===== src/rtl/mem_access_unit_pkg.sv =====
// Shared definitions for the load/store unit and the data memory:
// access-size encodings, FSM state encodings and alignment helpers.
package mem_access_unit_pkg;

    typedef enum logic [1:0] {
        SIZE_BYTE    = 2'd0,
        SIZE_HALF    = 2'd1,
        SIZE_WORD    = 2'd2,
        SIZE_ILLEGAL = 2'd3
    } access_size_e;

    typedef enum logic [1:0] {
        IDLE    = 2'd0,
        ACCESS  = 2'd1,
        CAPTURE = 2'd2,
        RESP    = 2'd3
    } mau_state_e;

    // Number of bytes touched by an access; 0 for the illegal encoding.
    function automatic logic [2:0] size_bytes(input logic [1:0] size);
        case (size)
            SIZE_BYTE: size_bytes = 3'd1;
            SIZE_HALF: size_bytes = 3'd2;
            SIZE_WORD: size_bytes = 3'd4;
            default:   size_bytes = 3'd0;
        endcase
    endfunction

    function automatic logic is_misaligned(input logic [1:0] size, input logic [1:0] addr_lsb);
        case (size)
            SIZE_HALF: is_misaligned = addr_lsb[0];
            SIZE_WORD: is_misaligned = (addr_lsb != 2'b00);
            default:   is_misaligned = 1'b0;
        endcase
    endfunction

endpackage


===== src/rtl/mem_access_unit_load_extend.sv =====
// Combinational load extension: picks the low byte/half/word of the memory
// read data and sign- or zero-extends it to 32 bits.
module load_extend
    import mem_access_unit_pkg::*;
(
    input  logic [31:0] data,
    input  logic [1:0]  size,
    input  logic        is_unsigned,
    output logic [31:0] result
);

    always_comb begin
        result = data;
        case (size)
            SIZE_BYTE: result = {{24{~is_unsigned & data[7]}}, data[7:0]};
            SIZE_HALF: result = {{16{~is_unsigned & data[15]}}, data[15:0]};
            default:   result = data;
        endcase
    end

endmodule


===== src/rtl/mem_access_unit.sv =====
// Single-outstanding load/store unit between the execute stage and a data
// memory with registered reads; rejects misaligned, out-of-range and illegal-size ops.
module mem_access_unit
    import mem_access_unit_pkg::*;
#(
    parameter logic [31:0] BASE  = 32'h01000000,
    parameter logic [31:0] DEPTH = 32'h00100000
) (
    input  logic        clock,
    input  logic        reset,
    input  logic        req_valid,
    output logic        req_ready,
    input  logic        req_write,
    input  logic [1:0]  req_size,
    input  logic        req_unsigned,
    input  logic [31:0] req_addr,
    input  logic [31:0] req_wdata,
    input  logic [4:0]  req_rd,
    output logic        mem_read_write,
    output logic [1:0]  mem_access_size,
    output logic [31:0] mem_address,
    output logic [31:0] mem_data_in,
    input  logic [31:0] mem_data_out,
    output logic        resp_valid,
    input  logic        resp_ready,
    output logic [31:0] resp_data,
    output logic [4:0]  resp_rd,
    output logic        resp_fault
);

    localparam logic [32:0] LAST_LEGAL = {1'b0, BASE} + {1'b0, DEPTH} - 33'd1;

    mau_state_e  state;
    mau_state_e  next_state;

    logic        lat_write;
    logic [1:0]  lat_size;
    logic        lat_unsigned;
    logic [31:0] lat_addr;
    logic [31:0] lat_wdata;
    logic [4:0]  lat_rd;
    logic [31:0] resp_data_q;
    logic        resp_fault_q;

    logic        handshake;
    logic        req_fault;
    logic [32:0] last_byte;
    logic [31:0] ext_result;

    // The last byte address is formed in 33 bits so a wrap past 2^32 lands above the legal range.
    assign last_byte = {1'b0, req_addr} + {30'd0, size_bytes(req_size)} - 33'd1;
    assign req_fault = (req_size == SIZE_ILLEGAL)
                    || is_misaligned(req_size, req_addr[1:0])
                    || (req_addr < BASE)
                    || (last_byte > LAST_LEGAL);

    assign handshake = req_valid & req_ready;

    load_extend u_load_extend (
        .data        (mem_data_out),
        .size        (lat_size),
        .is_unsigned (lat_unsigned),
        .result      (ext_result)
    );

    always_ff @(posedge clock or posedge reset) begin
        if (reset) begin
            state <= IDLE;
        end else begin
            state <= next_state;
        end
    end

    always_ff @(posedge clock or posedge reset) begin
        if (reset) begin
            lat_write    <= 1'b0;
            lat_size     <= 2'd0;
            lat_unsigned <= 1'b0;
            lat_addr     <= 32'd0;
            lat_wdata    <= 32'd0;
            lat_rd       <= 5'd0;
            resp_data_q  <= 32'd0;
            resp_fault_q <= 1'b0;
        end else if (handshake) begin
            lat_write    <= req_write;
            lat_size     <= req_size;
            lat_unsigned <= req_unsigned;
            lat_addr     <= req_addr;
            lat_wdata    <= req_wdata;
            lat_rd       <= req_rd;
            resp_data_q  <= 32'd0;
            resp_fault_q <= req_fault;
        end else if (state == CAPTURE) begin
            resp_data_q  <= ext_result;
        end
    end

    // Memory strobes come straight from the state register, so an async reset
    // during ACCESS removes the write strobe before the next edge.
    always_comb begin
        next_state      = state;
        req_ready       = 1'b0;
        mem_read_write  = 1'b0;
        mem_access_size = 2'd0;
        mem_address     = 32'd0;
        mem_data_in     = 32'd0;
        resp_valid      = 1'b0;
        case (state)
            IDLE: begin
                req_ready = ~reset;
                if (req_valid && !reset) begin
                    next_state = req_fault ? RESP : ACCESS;
                end
            end
            ACCESS: begin
                mem_read_write  = lat_write;
                mem_access_size = lat_size;
                mem_address     = lat_addr;
                mem_data_in     = lat_wdata;
                next_state      = lat_write ? RESP : CAPTURE;
            end
            CAPTURE: begin
                mem_address = lat_addr;
                next_state  = RESP;
            end
            RESP: begin
                resp_valid = 1'b1;
                if (resp_ready) begin
                    next_state = IDLE;
                end
            end
            default: next_state = IDLE;
        endcase
    end

    assign resp_data  = resp_data_q;
    assign resp_rd    = lat_rd;
    assign resp_fault = resp_fault_q;

endmodule


===== config.mk =====
export PLATFORM = sky130hd
export DESIGN_NAME = mem_access_unit
export DESIGN_NICKNAME = d
export VERILOG_FILES = /design/src/rtl/mem_access_unit_pkg.sv /design/src/rtl/mem_access_unit_load_extend.sv /design/src/rtl/mem_access_unit.sv
export SDC_FILE = /design/constraint.sdc
export NUM_CORES = 1
export LEC_CHECK = 0
export ABC_AREA = 1
export CAP_MARGIN = 20
export CORE_MARGIN = 5
export CORE_UTILIZATION = 35
export DETAILED_ROUTE_END_ITERATION = 16
export PLACE_DENSITY = 0.74
export REMOVE_ABC_BUFFERS = 1
export SLEW_MARGIN = 0
export SYNTH_ARGS = -nofsm -noshare
export SYNTH_HDL_FRONTEND = slang
export SYNTH_SLANG_ARGS = --single-unit

===== constraint.sdc =====
create_clock -name clock -period 3.74 [get_ports clock]
set_input_delay 0.561 -clock clock [delete_from_list [all_inputs] [get_ports clock]]
set_output_delay 0.561 -clock clock [all_outputs]
set_load 0.02 [all_outputs]

==> flow_results.xml <==
<?xml version="1.0" encoding="UTF-8"?>
<metrics>
  <group name="cells_and_area">
    <metric name="final_core_utilization" unit="">0.484</metric>
    <metric name="finalNetCount" unit="">1474</metric>
    <metric name="layout.cells.most_common_list" unit="">nand2_1, inv_1, clkdlybuf4s50_1, dfrtp_1, nor2_1</metric>
    <metric name="share_of_final_layout_standard_cells_stronger_than_drive_strength_1" unit="">0.0516</metric>
    <metric name="area_delta_synth_final" unit="%">37.0</metric>
    <metric name="postLayoutCellArea" unit="sq um">10100</metric>
    <metric name="finalNonFillerCells" unit="">1594</metric>
    <metric name="diodes" unit="">0</metric>
    <metric name="most_frequent_standard_cell_in_the_layout_excluding_fill_and_tap_cells" unit="">nand2_1</metric>
    <metric name="layout.filler_cells" unit="">2144</metric>
  </group>
  <group name="logic_synthesis">
    <metric name="synth_top_family_by_area" unit="">simple AND/OR/NAND/NOR gates</metric>
    <metric name="number_of_flops_mapped_to_enable_cells_by_yosys" unit="">0</metric>
    <metric name="synth_area_in_xor_xnor" unit="">0.00118</metric>
    <metric name="syn_area_per_cell" unit="sq um">6.65</metric>
    <metric name="post_synth_fa_ha_maj_area_fraction" unit="">0.0871</metric>
    <metric name="synthArstFlopShare" unit="">1.00</metric>
    <metric name="post_synth_instance_area" unit="sq um">7410</metric>
    <metric name="postSynth.topFlopCell" unit="">dfrtp_1</metric>
    <metric name="postSynthRegisterBits" unit="">108</metric>
    <metric name="synth_compound_gate_area_share" unit="">0.0888</metric>
    <metric name="netlist_instances" unit="">1114</metric>
    <metric name="synth.yosys.seq_area_share" unit="">0.365</metric>
    <metric name="yosys-mux-area-fraction" unit="">0</metric>
    <metric name="ys_warn_count" unit="">0</metric>
    <metric name="post_synth_and_or_nand_nor_area_fraction" unit="">0.315</metric>
    <metric name="yosys.cell_types.count" unit="">36</metric>
  </group>
  <group name="worst_setup_path">
    <metric name="crit_slowest_cell" unit="">clkdlybuf4s50_1</metric>
    <metric name="worst-setup-path-type" unit="">primary input to flip-flop</metric>
    <metric name="crit_path_cell_trace" unit="">clkdlybuf4s50_1 &gt; inv_1 &gt; ha_1 &gt; inv_1 &gt; ha_1 &gt; inv_1 &gt; ha_1 &gt; inv_1 &gt; fa_1 &gt; inv_1 &gt; nand3_1 &gt; nand3_1 &gt; nand3_1 &gt; nand2_1 &gt; nand2_1 &gt; nand4_1 &gt; nand2_1 &gt; nor2_1 &gt; nand2_1 &gt; nor2_2 &gt; nand4_1 &gt; nand2_1 &gt; nand2_1</metric>
    <metric name="startpoint_type" unit="">primary input</metric>
    <metric name="setup.worst_path.end_class" unit="">flip-flop</metric>
    <metric name="critical_path_peak_fanout" unit="">5</metric>
    <metric name="critical_path.most_common_cell" unit="">nand2_1</metric>
    <metric name="critical_path_required" unit="ns">4.00</metric>
    <metric name="critical_path_arrival" unit="ns">3.52</metric>
    <metric name="worst_path_max_stage_delay" unit="ns">0.57</metric>
  </group>
  <group name="drt">
    <metric name="detailroute.via_count" unit="">7334</metric>
    <metric name="highest-signal-layer" unit="">met4</metric>
    <metric name="postRouteAntennaNets" unit="">0</metric>
    <metric name="routed_via_density" unit="">4.60</metric>
    <metric name="post-route-drc-count" unit="">0</metric>
    <metric name="detailed_routing_wirelength_on_met1" unit="mm">10.2</metric>
    <metric name="drtPass1Iterations" unit="">5</metric>
    <metric name="met2_wirelength_from_detailed_routing" unit="mm">10.7</metric>
    <metric name="finalWirelength" unit="mm">22.6</metric>
    <metric name="first_iter_violations" unit="">362</metric>
    <metric name="routed-wl-met3" unit="mm">1.42</metric>
    <metric name="wire_per_inst" unit="um">14.2</metric>
  </group>
  <group name="cts">
    <metric name="cts-root-to-sink-buffers" unit="">2</metric>
    <metric name="post-cts-setup-buffers" unit="">0</metric>
    <metric name="cts_tree" unit="">done</metric>
    <metric name="postcts_resize_cnt" unit="">0</metric>
    <metric name="clkSlewWorstSetupHoldPaths" unit="ns">0.08</metric>
    <metric name="holdBufCountCts" unit="">0</metric>
    <metric name="cts-htree-levels" unit="">3</metric>
    <metric name="cts_sinks" unit="">108</metric>
    <metric name="total_cts_buffers" unit="">9</metric>
    <metric name="clockRootBuffer" unit="">clkbuf_16</metric>
    <metric name="clock_latency" unit="ns">0.36</metric>
  </group>
  <group name="worst_hold_path">
    <metric name="worst_hold_path_type" unit="">flip-flop to flip-flop</metric>
  </group>
  <group name="placed_design">
    <metric name="portBuffers" unit="">215</metric>
    <metric name="finalWeightedCongestion" unit="">0.909</metric>
    <metric name="total_placed_instance_area" unit="sq um">9850</metric>
    <metric name="post-place-cells" unit="">1578</metric>
    <metric name="dp_hpwl" unit="mm">17.7</metric>
  </group>
  <group name="pwr">
    <metric name="totalPowerFinal" unit="uW">6720</metric>
    <metric name="power.share.clock" unit="">0.148</metric>
    <metric name="switching_share" unit="">0.439</metric>
    <metric name="cell_internal_power_dissipation" unit="uW">3770</metric>
    <metric name="power.net_switching" unit="uW">2950</metric>
    <metric name="sequentialPowerShare" unit="">0.299</metric>
    <metric name="p_leak" unit="uW">0.00561</metric>
    <metric name="combPwrFrac" unit="">0.553</metric>
    <metric name="power_density" unit="nW/um^2">662</metric>
    <metric name="power.ir.vdd_worst" unit="mV">0.265</metric>
  </group>
  <group name="timing">
    <metric name="setup_violations" unit="">0</metric>
    <metric name="final.min_clock_period" unit="ns">3.26</metric>
    <metric name="fmax" unit="MHz">307</metric>
    <metric name="grt_setup_unrepaired" unit="">false</metric>
    <metric name="total_count_of_max_transition_violations_in_the_final_report" unit="">0</metric>
    <metric name="worst_slew_pin_slew" unit="ns">1.11</metric>
    <metric name="period_share" unit="">0.871</metric>
    <metric name="timing.max_slew.rel_slack" unit="">0.258</metric>
    <metric name="hold_viol" unit="">0</metric>
    <metric name="fin_setup_tns" unit="ns">0</metric>
    <metric name="finClkSkew" unit="ns">0.00735</metric>
  </group>
  <group name="outcome">
    <metric name="run_status" unit="">finished, final reports clean</metric>
  </group>
  <group name="die">
    <metric name="pin_count" unit="">216</metric>
    <metric name="die_area" unit="sq um">24200</metric>
    <metric name="fp-row-count" unit="">53</metric>
    <metric name="initial_core_util" unit="">0.354</metric>
    <metric name="coreArea" unit="sq um">21000</metric>
    <metric name="floorplan.die.height" unit="um">155</metric>
    <metric name="fp.dieW" unit="um">155</metric>
  </group>
  <group name="job">
    <metric name="cap_violations" unit="">0</metric>
  </group>
  <group name="global_routing">
    <metric name="grt_use_total" unit="">0.185</metric>
    <metric name="globalRoute.totalOverflow" unit="">0</metric>
    <metric name="pin_count_of_the_biggest_net_entering_global_routing" unit="">112</metric>
    <metric name="number_of_antenna_violations_at_the_first_check_in_global_routing" unit="">0</metric>
    <metric name="grt_pass1_vias" unit="">7204</metric>
    <metric name="first_pass_grt_wire_length" unit="mm">36.1</metric>
  </group>
</metrics>
## routing by layer
metal  global-route usage  vias up
li1                     -     3755
met1                0.244     3350
met2                0.321      212
met3               0.0300       17
met4               0.0358        0
met5                    0        -
## cell type report
type | instances | area (sq um) | share of cell area
clock buffers | 10 | 239 | 0.0235
clock inverters | 6 | 62.6 | 0.00616
inverters | 248 | 935 | 0.0921
multi-input cells | 725 | 3650 | 0.360
flip-flops and latches | 108 | 2700 | 0.266
well taps | 275 | 344 | 0.0339
repair buffers | 222 | 2220 | 0.218
## power groups by stage
stage               registers, uW  clock network [uW]  logic, uW
global placement             2010                   0       3720
CTS                          2010                1030       3770
global route                 2080                1080       4100
detailed placement           2030                   0       3760
finish                       2010                 994       3710
floorplan                    2210                   0       1870
## critical path: cells and delay by family
| family | cells | cell delay [ns] |
|---|---|---|
| adders and majority gates | 4 | 0.95 |
| buffers and inverters | 6 | 0.96 |
| and+or+nand+nor | 13 | 1.03 |
## worst paths after layout
check / cells after the start / endpoint / slack (ns) / startpoint
worst min-delay path: 2 / lat_wdata[7]$_DFFE_PP0P_ / 0.47 / lat_wdata[7]$_DFFE_PP0P_
worst max register to register: 7 / lat_addr[7]$_DFFE_PP0P_ / 1.59 / state[1]$_DFFE_PP0P_
worst max-delay path: 23 / state[1]$_DFFE_PP0P_ / 0.48 / req_size[1]
min in group asynchronous: 2 / state[1]$_DFFE_PP0P_ / 0.80 / reset
max in group asynchronous: 3 / resp_data[26]$_DFFE_PP0P_ / 2.20 / reset
worst min register to register: 2 / lat_wdata[7]$_DFFE_PP0P_ / 0.47 / lat_wdata[7]$_DFFE_PP0P_
## per-stage QoR
stage | worst slack, ns | hold slack [ns]
floorplan | -0.271 | 0.442
global placement | 0.196 | 0.454
detailed placement | 0.133 | 0.459
CTS | 0.506 | 0.478
global route | 0.113 | 0.493
finish | 0.481 | 0.473
## cell families after synthesis
group                    count (synthesis)
AND/OR/NAND/NOR                        563
buffers and inverters                  281
AO/OA/AOI/OAI                          110
flip-flops                             108
adder cells (fa/ha/maj)                 51
XOR/XNOR                                 1
## flip-flops by register name, indices dropped and copies added, names as in the netlist
register / count
state: 2
lat_wdata: 32
resp_data: 32
lat_addr: 32
lat_write: 1
resp_rd: 5
resp_fault: 1
lat_unsigned: 1
lat_size: 2
## cells in the mapped netlist (all sizes together) (9+ instances only)
cell,count,area share
nand4,9,0.0076
nor3,9,0.010
nand2,426,0.22
nor2,76,0.044
dfrtp,108,0.36
o32ai,16,0.019
ha,50,0.084
nand3,36,0.026
o21ai,49,0.033
inv,248,0.13
clkbuf,25,0.013
o22ai,9,0.0076
a21oi,30,0.022
Power figures use the tool's default switching activity.
